<file path="src/rtl/sequenciador_rega_if.sv">
// sequenciador_rega_if: control and status bundle between the irrigation sequencer and its upstream driver.
interface sequenciador_rega_if;
  logic       Iniciar;
  logic [1:0] REGA_Mode;
  logic       Sensor_cheio;
  logic       Sensor_vazio;
  logic       Parada;
  logic       Reconhecer;
  logic [1:0] Modo_ativo;
  logic       Bomba_Enchimento;
  logic       Nivel_cheio;
  logic       Esvaziar;
  logic       Parada_Rega;
  logic       Limpeza;
  logic       Erro;
  logic [2:0] Estado;
  modport master (
    output Iniciar, REGA_Mode, Sensor_cheio, Sensor_vazio, Parada, Reconhecer,
    input  Modo_ativo, Bomba_Enchimento, Nivel_cheio, Esvaziar, Parada_Rega, Limpeza, Erro, Estado
  );
  modport slave (
    input  Iniciar, REGA_Mode, Sensor_cheio, Sensor_vazio, Parada, Reconhecer,
    output Modo_ativo, Bomba_Enchimento, Nivel_cheio, Esvaziar, Parada_Rega, Limpeza, Erro, Estado
  );
endinterface

</file>
<file path="src/rtl/sequenciador_rega.sv">
// sequenciador_rega: Moore FSM for one irrigation cycle (fill, full, drain, optional clean) with timeouts and sticky fault.
// Define REGA_LIMPEZA_AUTO_EN to follow each successful drain with the LIMPEZA state.
module sequenciador_rega #(
  parameter int CNT_W          = 8,
  parameter int T_ENCHER_MAX   = 16,
  parameter int T_ESVAZIAR_MAX = 16,
  parameter int T_LIMPEZA      = 4
) (
  input logic                clk,
  input logic                rst_n,
  sequenciador_rega_if.slave bus
);
  typedef enum logic [2:0] {
    OCIOSO     = 3'd0,
    ENCHENDO   = 3'd1,
    CHEIO      = 3'd2,
    ESVAZIANDO = 3'd3,
    LIMPEZA    = 3'd4,
    FALHA      = 3'd7
  } state_t;
`ifdef REGA_LIMPEZA_AUTO_EN
  localparam state_t POS_DRENO = LIMPEZA;
`else
  localparam state_t POS_DRENO = OCIOSO;
`endif
  state_t           state_q, state_d;
  logic [CNT_W-1:0] cnt_q, cnt_d;
  logic [1:0]       modo_q, modo_d;
  logic             bomba_q, bomba_d, nivel_q, nivel_d, esv_q, esv_d;
  logic             prg_q, prg_d, limp_q, limp_d, erro_q, erro_d;
  logic             contention, fill_to, drain_to, frozen;
  always_comb begin
    contention = bus.Sensor_cheio && bus.Sensor_vazio;
    fill_to    = !bus.Parada && cnt_q == CNT_W'(T_ENCHER_MAX - 1);
    drain_to   = !bus.Parada && cnt_q == CNT_W'(T_ESVAZIAR_MAX - 1);
    frozen     = bus.Parada && (state_q == ENCHENDO || state_q == ESVAZIANDO);
    state_d    = state_q;
    case (state_q)
      OCIOSO:     state_d = !bus.Iniciar ? OCIOSO :
                            bus.REGA_Mode == 2'b11 ? FALHA :
                            bus.REGA_Mode != 2'b00 ? ENCHENDO : OCIOSO;
      ENCHENDO:   state_d = contention ? FALHA : bus.Sensor_cheio ? CHEIO : fill_to ? FALHA : ENCHENDO;
      CHEIO:      state_d = contention ? FALHA : ESVAZIANDO;
      ESVAZIANDO: state_d = contention ? FALHA : bus.Sensor_vazio ? POS_DRENO : drain_to ? FALHA : ESVAZIANDO;
      LIMPEZA:    state_d = cnt_q == CNT_W'(T_LIMPEZA - 1) ? OCIOSO : LIMPEZA;
      FALHA:      state_d = bus.Reconhecer ? OCIOSO : FALHA;
      default:    state_d = OCIOSO;
    endcase
    // every state change restarts the duration count, pause holds it
    cnt_d   = state_d != state_q ? '0 : frozen ? cnt_q : cnt_q + CNT_W'(1);
    modo_d  = state_d == OCIOSO ? 2'b00 :
              (state_q == OCIOSO && state_d == ENCHENDO) ? bus.REGA_Mode : modo_q;
    bomba_d = state_d == ENCHENDO && !bus.Parada;
    nivel_d = state_d == CHEIO;
    esv_d   = state_d == ESVAZIANDO;
    prg_d   = state_d == ESVAZIANDO && bus.Parada;
    limp_d  = state_d == LIMPEZA;
    erro_d  = state_d == FALHA;
  end
  always_ff @(posedge clk or negedge rst_n) begin
    if (!rst_n) begin
      state_q <= OCIOSO;
      cnt_q   <= '0;
      modo_q  <= 2'b00;
      bomba_q <= 1'b0;
      nivel_q <= 1'b0;
      esv_q   <= 1'b0;
      prg_q   <= 1'b0;
      limp_q  <= 1'b0;
      erro_q  <= 1'b0;
    end else begin
      state_q <= state_d;
      cnt_q   <= cnt_d;
      modo_q  <= modo_d;
      bomba_q <= bomba_d;
      nivel_q <= nivel_d;
      esv_q   <= esv_d;
      prg_q   <= prg_d;
      limp_q  <= limp_d;
      erro_q  <= erro_d;
    end
  end
  assign bus.Estado           = state_q;
  assign bus.Modo_ativo       = modo_q;
  assign bus.Bomba_Enchimento = bomba_q;
  assign bus.Nivel_cheio      = nivel_q;
  assign bus.Esvaziar         = esv_q;
  assign bus.Parada_Rega      = prg_q;
  assign bus.Limpeza          = limp_q;
  assign bus.Erro             = erro_q;
endmodule

</file>
<file path="src/flat_wrapper.sv">
// flat-port wrapper written by rule: the top's interface ports become plain ports
module sequenciador_rega_flat 
#(
  parameter int CNT_W          = 8,
  parameter int T_ENCHER_MAX   = 16,
  parameter int T_ESVAZIAR_MAX = 16,
  parameter int T_LIMPEZA      = 4
)
  (clk, rst_n, bus_Iniciar, bus_REGA_Mode, bus_Sensor_cheio, bus_Sensor_vazio, bus_Parada, bus_Reconhecer, bus_Modo_ativo, bus_Bomba_Enchimento, bus_Nivel_cheio, bus_Esvaziar, bus_Parada_Rega, bus_Limpeza, bus_Erro, bus_Estado);
  sequenciador_rega_if bus_i ();
  input logic clk;
  input logic rst_n;
  input wire logic [$bits(bus_i.Iniciar)-1:0] bus_Iniciar;
  input wire logic [$bits(bus_i.REGA_Mode)-1:0] bus_REGA_Mode;
  input wire logic [$bits(bus_i.Sensor_cheio)-1:0] bus_Sensor_cheio;
  input wire logic [$bits(bus_i.Sensor_vazio)-1:0] bus_Sensor_vazio;
  input wire logic [$bits(bus_i.Parada)-1:0] bus_Parada;
  input wire logic [$bits(bus_i.Reconhecer)-1:0] bus_Reconhecer;
  output wire logic [$bits(bus_i.Modo_ativo)-1:0] bus_Modo_ativo;
  output wire logic [$bits(bus_i.Bomba_Enchimento)-1:0] bus_Bomba_Enchimento;
  output wire logic [$bits(bus_i.Nivel_cheio)-1:0] bus_Nivel_cheio;
  output wire logic [$bits(bus_i.Esvaziar)-1:0] bus_Esvaziar;
  output wire logic [$bits(bus_i.Parada_Rega)-1:0] bus_Parada_Rega;
  output wire logic [$bits(bus_i.Limpeza)-1:0] bus_Limpeza;
  output wire logic [$bits(bus_i.Erro)-1:0] bus_Erro;
  output wire logic [$bits(bus_i.Estado)-1:0] bus_Estado;
  assign bus_i.Iniciar = bus_Iniciar;
  assign bus_i.REGA_Mode = bus_REGA_Mode;
  assign bus_i.Sensor_cheio = bus_Sensor_cheio;
  assign bus_i.Sensor_vazio = bus_Sensor_vazio;
  assign bus_i.Parada = bus_Parada;
  assign bus_i.Reconhecer = bus_Reconhecer;
  assign bus_Modo_ativo = bus_i.Modo_ativo;
  assign bus_Bomba_Enchimento = bus_i.Bomba_Enchimento;
  assign bus_Nivel_cheio = bus_i.Nivel_cheio;
  assign bus_Esvaziar = bus_i.Esvaziar;
  assign bus_Parada_Rega = bus_i.Parada_Rega;
  assign bus_Limpeza = bus_i.Limpeza;
  assign bus_Erro = bus_i.Erro;
  assign bus_Estado = bus_i.Estado;
  sequenciador_rega #(.CNT_W(CNT_W), .T_ENCHER_MAX(T_ENCHER_MAX), .T_ESVAZIAR_MAX(T_ESVAZIAR_MAX), .T_LIMPEZA(T_LIMPEZA)) u_core (.clk(clk), .rst_n(rst_n), .bus(bus_i));
endmodule
</file>
<file path="config.mk">
export PLATFORM = sky130hd
export DESIGN_NAME = sequenciador_rega_flat
export DESIGN_NICKNAME = d
export VERILOG_FILES = /design/src/rtl/sequenciador_rega_if.sv /design/src/rtl/sequenciador_rega.sv /design/src/flat_wrapper.sv
export SDC_FILE = /design/constraint.sdc
export NUM_CORES = 1
export LEC_CHECK = 0
export ABC_CLOCK_PERIOD_IN_PS = 4300
export CAP_MARGIN = 10
export CORE_UTILIZATION = 55
export DETAILED_ROUTE_END_ITERATION = 8
export PLACE_DENSITY = 0.83
export SLEW_MARGIN = 20
export SYNTH_ARGS = -nofsm -noshare
export SYNTH_HDL_FRONTEND = slang
export SYNTH_SLANG_ARGS = --single-unit
</file>
<file path="constraint.sdc">
create_clock -name clk -period 4.3 [get_ports clk]
set_input_delay 0.43 -clock clk [delete_from_list [all_inputs] [get_ports clk]]
set_output_delay 0.43 -clock clk [all_outputs]
set_load 0.01 [all_outputs]
</file>
==> results.md, run 1 <==
- Slew Viols, Final: 0
- Synth area leaders: dfrtp_1 (42%), nor2_2 (4.4%), xor2_1 (3.9%)
- Clock skew: between 0.006 and 0.007 ns
- Overall Power: approximately 0.00077 W
- Avg Inst Size Synth: approximately 10 um^2
- CP Class: reg2reg
- Rel. slew slack: 44.3%
- Minimum clock period: between 2 and 2.5 ns
- Worst reg2reg setup slack: 2.14 ns
- Run status: finished clean
- FF-to-FF End: u_core.bus.Modo_ativo[1]$_DFFE_PN0P_
- Vias: between 900 and 1000
- Worst-case reg-to-reg path depth: 6
- DRC Markers: 0
- Initial Util: just under 60%
- Worst r2r src: u_core.cnt_q[0]$_DFFE_PN0P_
- CTS tree: yes
- Die height: roughly 47 um
- # rows: 16
- RSZ-0062 raised after global routing: no
- TNS Setup: 0 ns
- CTS H-tree lvls: 1
- Post-Synthesis Cells: around 110
- Total grt overflow: 0
- Routability cong.: between 0.8 and 0.9
- Source of the critical timing path: u_core.cnt_q[0]$_DFFE_PN0P_
- IO Port Bufs: 19
- Critical path launch point type: flop
- # diodes: 0
- Vias in the first global route: 749
- Ratio of cells with drive above 1 in the final layout: between 20% and 30%
- Setup crit end kind: flop
- Drt first pass iters: 4
- Final Net Count: 140
- Die width: about 47 um
- Hold Violations, Final: 0
- Final setup viols: 0
- WP data required: approximately 4.5 ns
- Setup bufs post-CTS: 0
- Number of flops mapped to enable cells by yosys: 0
- Main synth FF type: dfrtp_1
- Worst Path Max Fanout: 5
- Initial antenna violation count: 0
- Synthesized cell area: around 0.0011 mm^2
- Crit path to: u_core.bus.Modo_ativo[1]$_DFFE_PN0P_
- Largest net degree at the start of global routing: 20
- FFs w/ async S/R, synth: 100%
- Max Clk Rate: around 460 MHz
- Post-cts repair resize count: 0
- Share of the synthesized area in the top cell type: between 40% and 50%
- Hpwl dp: 1670 um
- Clock tree buffer depth: 2
- Flops & latches, synth: 19
- Non-Filler Instances: approximately 160
- Ports: 20
- Clk slew on worst S/H paths: 0.11 ns
- Period utilisation layout: between 50% and 60%
- DR iter-0 viols: 14
- Number of max-cap violations: 0
- Most frequent cells in the layout: clkdlybuf4s50_1 (19), dfrtp_1 (19), nand2_1 (9), nor2_2 (8), nor2_1 (7)
- Area delta synth->final: 19.6%
- Synth Warn #: 0
- Clock Latency Late Sink: 0.31 ns
- WP data arrival: 2.37 ns
- TritonCTS Buffers: 3
- Final WL: 2200 um
- Die ar.: ~0.0022 mm^2
- Worst VDD drop: around 340 uV
- Post-synth net total: approximately 120
- Yosys cell types: 44
- Core outline area: roughly 0.0019 mm^2
- Sequential share of the synthesized area: 42.1%
- Worst-Margin Slew: 0.833 ns
- Cells after DPL: about 150
- Wire length per cell: 14.1 um
- Hold-fix buffers at CTS: 0
- Vias per inst: 5.78
- First-pass GRT wire length: around 3300 um
- Clk Tree Root Cell: clkbuf_4
- CTS Sinks: 19
- Leak: 0.589 nW
- Area leader, netlist: dfrtp_1
- DRT antenna net count: 0
- Pwr/cell area: 570 mW/mm^2
- Worst Hold Class: reg2reg
- GRT Util Overall: between 20% and 30%
per-layer routing:
| metal | vias to the layer above | part of all wire [%] | global-route usage [%] |
|---|---|---|---|
| met2 | 31 | 50 | 34.5 |
| met4 | 0 | 1.1 | 8.57 |
| met5 | - | 0 | 0 |
| li1 | 427 | - | - |
| met1 | 441 | 44 | 29.4 |
| met3 | 3 | 4.6 | 3.46 |
Yosys cell counts, drive strengths merged (2+ instances only):
master	instances
buf	3
nor2b	4
o211ai	2
xor2	5
inv	6
o21ai	4
nand4	3
or2	3
nand3	4
a211oi	2
a21o	3
nand2b	2
dfrtp	19
xnor2	2
nand2	9
nor4	2
nor3b	2
nor2	15
and3	2
cell type report:
cell class,count,area (um^2)
clock inverters,1,5.00
flip-flops and latches,19,475
repair buffers,19,190
well taps,27,33.8
fillers,146,591
clock buffers,3,22.5
multi-input cells,81,602
inverters,6,22.5
through the flow:
stage	utilization (%)	instance area (um^2)	worst slack [ns]	hold slack, ns
final	69.6	1350	2.14	0.518
after detailed placement	68.2	1320	1.90	0.494
after floorplan	-	1130	2.48	0.134
after global routing	69.6	1350	2.08	0.537
after CTS	69.6	1350	2.21	0.527
after global placement	68.2	1320	2.13	0.485
registers in the layout, indices dropped and copies added, names as in the netlist:
name                         cells
u_core.bus.Erro                  1
u_core.bus.Nivel_cheio           1
u_core.bus.Modo_ativo            2
u_core.cnt_q                     8
u_core.bus.Parada_Rega           1
u_core.bus.Estado                3
u_core.bus.Limpeza               1
u_core.bus.Bomba_Enchimento      1
u_core.bus.Esvaziar              1
logic make-up after synthesis:
family / share of synthesized area (%)
AOI/OAI and AO/OA: 17.8
xor gates and xnor gates: 5.43
adders and majority gates: 1.11
buffers and inverters: 4.65
DFF: 42.1
muxes: 0.886
and+or+nand+nor: 28.0
worst max-delay path, cell delays in order (launching register included):
cell      delay [ns]
dfrtp_1         0.42
ha_1            0.24
or3b_4          0.28
o41ai_4         0.09
a211oi_1        0.65
nand3_1         0.15
a22o_1          0.22
power breakdown:
part           internal, W  switching, W  leakage (nW)
combinational     0.000192      0.000206         0.315
sequential        0.000222     0.0000567         0.256
clock            0.0000348     0.0000590        0.0177
how the worst min path moves through the flow:
stage	from	to	slack, ns	depth (start not counted)
after CTS	u_core.bus.Modo_ativo[1]$_DFFE_PN0P_	u_core.bus.Modo_ativo[1]$_DFFE_PN0P_	0.53	1
after global placement	u_core.bus.Modo_ativo[1]$_DFFE_PN0P_	u_core.bus.Modo_ativo[1]$_DFFE_PN0P_	0.49	1
final	u_core.bus.Modo_ativo[0]$_DFFE_PN0P_	u_core.bus.Modo_ativo[0]$_DFFE_PN0P_	0.52	1
after detailed placement	u_core.bus.Modo_ativo[1]$_DFFE_PN0P_	u_core.bus.Modo_ativo[1]$_DFFE_PN0P_	0.49	1
after global routing	u_core.bus.Modo_ativo[0]$_DFFE_PN0P_	u_core.bus.Modo_ativo[0]$_DFFE_PN0P_	0.54	1
after floorplan	rst_n	u_core.bus.Bomba_Enchimento$_DFF_PN0_	0.13	0
Power figures use the tool's default switching activity.
==> inputs of run 2 (changes only) <==
- ABC_CLOCK_PERIOD_IN_PS: 4300 -> 1930
- CORE_UTILIZATION: 55 -> 46
- PLACE_DENSITY: 0.83 -> 0.74
- clock period: 4.3 -> 1.93 ns (I/O delays scaled with it)
==> run 2 against run 1 <==
Highest routed layer unchanged. Combinational power rose to 2.5 times the previous value. Largest power group unchanged. Sequential share of layout area down 2.2 points. Register-to-register slack worse by 2.1 ns. Utilization down 5.4 points. Sequential power up 120%. Power up 140%. Final cell count up 6.4%. Flip-flop and latch count unchanged. Clock power up 120%. Worst setup slack worse by 2.1 ns. Critical endpoint is now u_core.cnt_q[4]$_DFFE_PN0P_. Fmax up 15%. Via count up 5.7%.
==> results.md, run 2 (synthesis results as in run 1) <==
- Run status: finished clean
- Slew Viols, Final: 0 (unchanged)
- Critical path launch point type: flop
- WP data required: 2.13 ns (-2.38 ns)
- Rel. slew slack: 67.8% (+24 points)
- Cells after DPL: 160 (+5.3%)
- Routability cong.: 0.817 (+1.8%)
- DR iter-0 viols: 29 (+15)
- Clock skew: 0.00123 ns (-0.00530 ns)
- Reg area: 477 um^2 (+0.26%)
- Core outline area: 0.00225 mm^2 (+16%)
- Die height: 51.6 um (+8.9%)
- Setup crit end kind: flop
- Top delay family on crit path: simple AND/OR/NAND/NOR gates
- DRT antenna net count: 0 (unchanged)
- First-pass GRT wire length: 4140 um (+25%)
- Initial Util: 50.1% (-8.1 points)
- Period utilisation layout: 97.0% (+47 points)
- Clk slew on worst S/H paths: 0.10 ns (about the same)
- Total grt overflow: 0 (unchanged)
- Area delta synth->final: 28.0%
- Worst-Margin Slew: 0.480 ns (-0.353 ns)
- Most frequent cells in the layout: clkdlybuf4s50_1 (19), dfrtp_1 (18), nand2_1 (9), buf_4 (9), nor2_2 (8)
- Final setup margin: 0.0572 ns (-2.08 ns)
- Leak: 0.629 nW (+6.9%)
- Hpwl dp: 1790 um (+7.1%)
- Hold Violations, Final: 0 (unchanged)
- Vias: 953 (+5.7%)
- # diodes: 0 (unchanged)
- # rows: 17 (+1)
- Worst VDD drop: 914 uV (+170%)
- CP bufs+invs: 0 (unchanged)
- Most common cell after layout, fill and taps aside: clkdlybuf4s50_1
- Final setup viols: 0 (unchanged)
- Die ar.: 0.00266 mm^2 (+19%)
- Ratio of cells with drive above 1 in the final layout: 28.3% (+8.1 points)
- DRC Markers: 0 (unchanged)
- Minimum clock period: 1.87 ns (-0.288 ns)
- WP data arrival: 2.08 ns (-0.29 ns)
- Vias in the first global route: 902 (+20%)
- Multi-input gate area: 628 um^2 (+4.4%)
- RSZ-0062 raised after global routing: yes
- Clock Latency Late Sink: 0.30 ns (about the same)
- Initial antenna violation count: 0 (unchanged)
- Filler Cells Inserted: 183 (+25%)
- TNS Setup: 0 ns (unchanged)
- Number of max-cap violations: 0 (unchanged)
- Worst Path Max Fanout: 8 (+3)
- Number of flip-flops under the largest register name: 8 (unchanged)
- Non-Filler Instances: 166 (+6.4%)
- Final WL: 2480 um (+13%)
- Max incr delay on CP: 0.43 ns (-0.22 ns)
- Biggest register: u_core.cnt_q
- Worst r2r src: u_core.cnt_q[1]$_DFFE_PN0P_
- TritonCTS Buffers: 3 (unchanged)
- Die width: 51.6 um (+8.9%)
- Worst path cell trace: ha_2 -> or3b_4 -> nor4_4 -> a21o_2 -> a221o_4 -> nor2_2
- Source of the critical timing path: u_core.cnt_q[1]$_DFFE_PN0P_
- CP Class: reg2reg
- CTS H-tree lvls: 1 (unchanged)
- Max Clk Rate: 534 MHz (+15%)
- Drt first pass iters: 4 (unchanged)
- Final Net Count: 149 (+6.4%)
- Clk Tree Root Cell: clkbuf_4
- GRT Util Overall: 21.8% (+0.060 points)
- CTS Sinks: 19 (unchanged)
- Vias per inst: 5.74 (-0.71%)
- Largest net degree at the start of global routing: 20 (unchanged)
- Clock tree buffer depth: 2 (unchanged)
- Wire length per cell: 14.9 um (+6.1%)
- Ports: 20 (unchanged)
- Overall Power: 0.00183 W (+140%)
- Slowest-stage cell, CP: or3b_4
- Worst slack at placement: 0.0110 ns (-1.89 ns)
- CTS tree: yes
- Worst Hold Class: in2async
- Pwr/cell area: 1260 mW/mm^2 (+120%)
- IO Port Bufs: 19 (unchanged)
[run 2: metal layers]
layer / wire length, um / part of all wire [%] / track usage (%)
met1: 1130 / 45 / 28.1
met2: 1120 / 45 / 35.1
met3: 146 / 5.9 / 2.92
met4: 82 / 3.3 / 12.6
met5: 0 / 0 / 0
[run 2: cell type report]
cell class / instances / share of cell area [%]
multi-input cells: 81 / 43.4
inverters: 6 / 1.56
flip-flops and latches: 19 / 33.0
repair buffers: 28 / 17.8
clock buffers: 4 / 1.82
well taps: 28 / 2.42
[run 2: per-stage QoR]
step                      area, um^2  utilization [%]  hold WS, ns
after global routing            1450             64.2        0.233
after global placement          1380             61.1        0.478
after CTS                       1420             62.8        0.198
after floorplan                 1130                -       -0.103
after detailed placement        1380             61.1        0.475
final                           1450             64.2        0.202
[run 2: timing repair]
| action | CTS | global route |
|---|---|---|
| gates resized for setup | 1 | 5 |
| pin swaps | 2 | 7 |
| endpoints found under the setup margin | 2 | 12 |
| hold buffers | 0 | 0 |
| buffers inserted | 1 | 1 |
[run 2: final timing paths]
path | endpoint | cells past startpoint | slack (ns)
worst min register to register | u_core.bus.Modo_ativo[0]$_DFFE_PN0P_ | 1 | 0.51
worst max register to register | u_core.cnt_q[4]$_DFFE_PN0P_ | 6 | 0.06
min in group clk | u_core.bus.Modo_ativo[0]$_DFFE_PN0P_ | 1 | 0.51
worst min-delay path | u_core.bus.Esvaziar$_DFF_PN0_ | 2 | 0.20
worst max-delay path | u_core.cnt_q[4]$_DFFE_PN0P_ | 6 | 0.06
max in group asynchronous | u_core.bus.Estado[0]$_DFF_PN0_ | 2 | 1.52
[run 2: where the power goes]
| part | internal (W) | switching, W |
|---|---|---|
| logic | 0.000503 | 0.000505 |
| clock network | 0.0000808 | 0.000124 |
| registers | 0.000497 | 0.000115 |
==> inputs of run 3 (changes only) <==
- CAP_MARGIN: 10 -> 20
==> results of run 3 <==
Same layout as run 2: the final DEF is identical, and so are final timing and power.
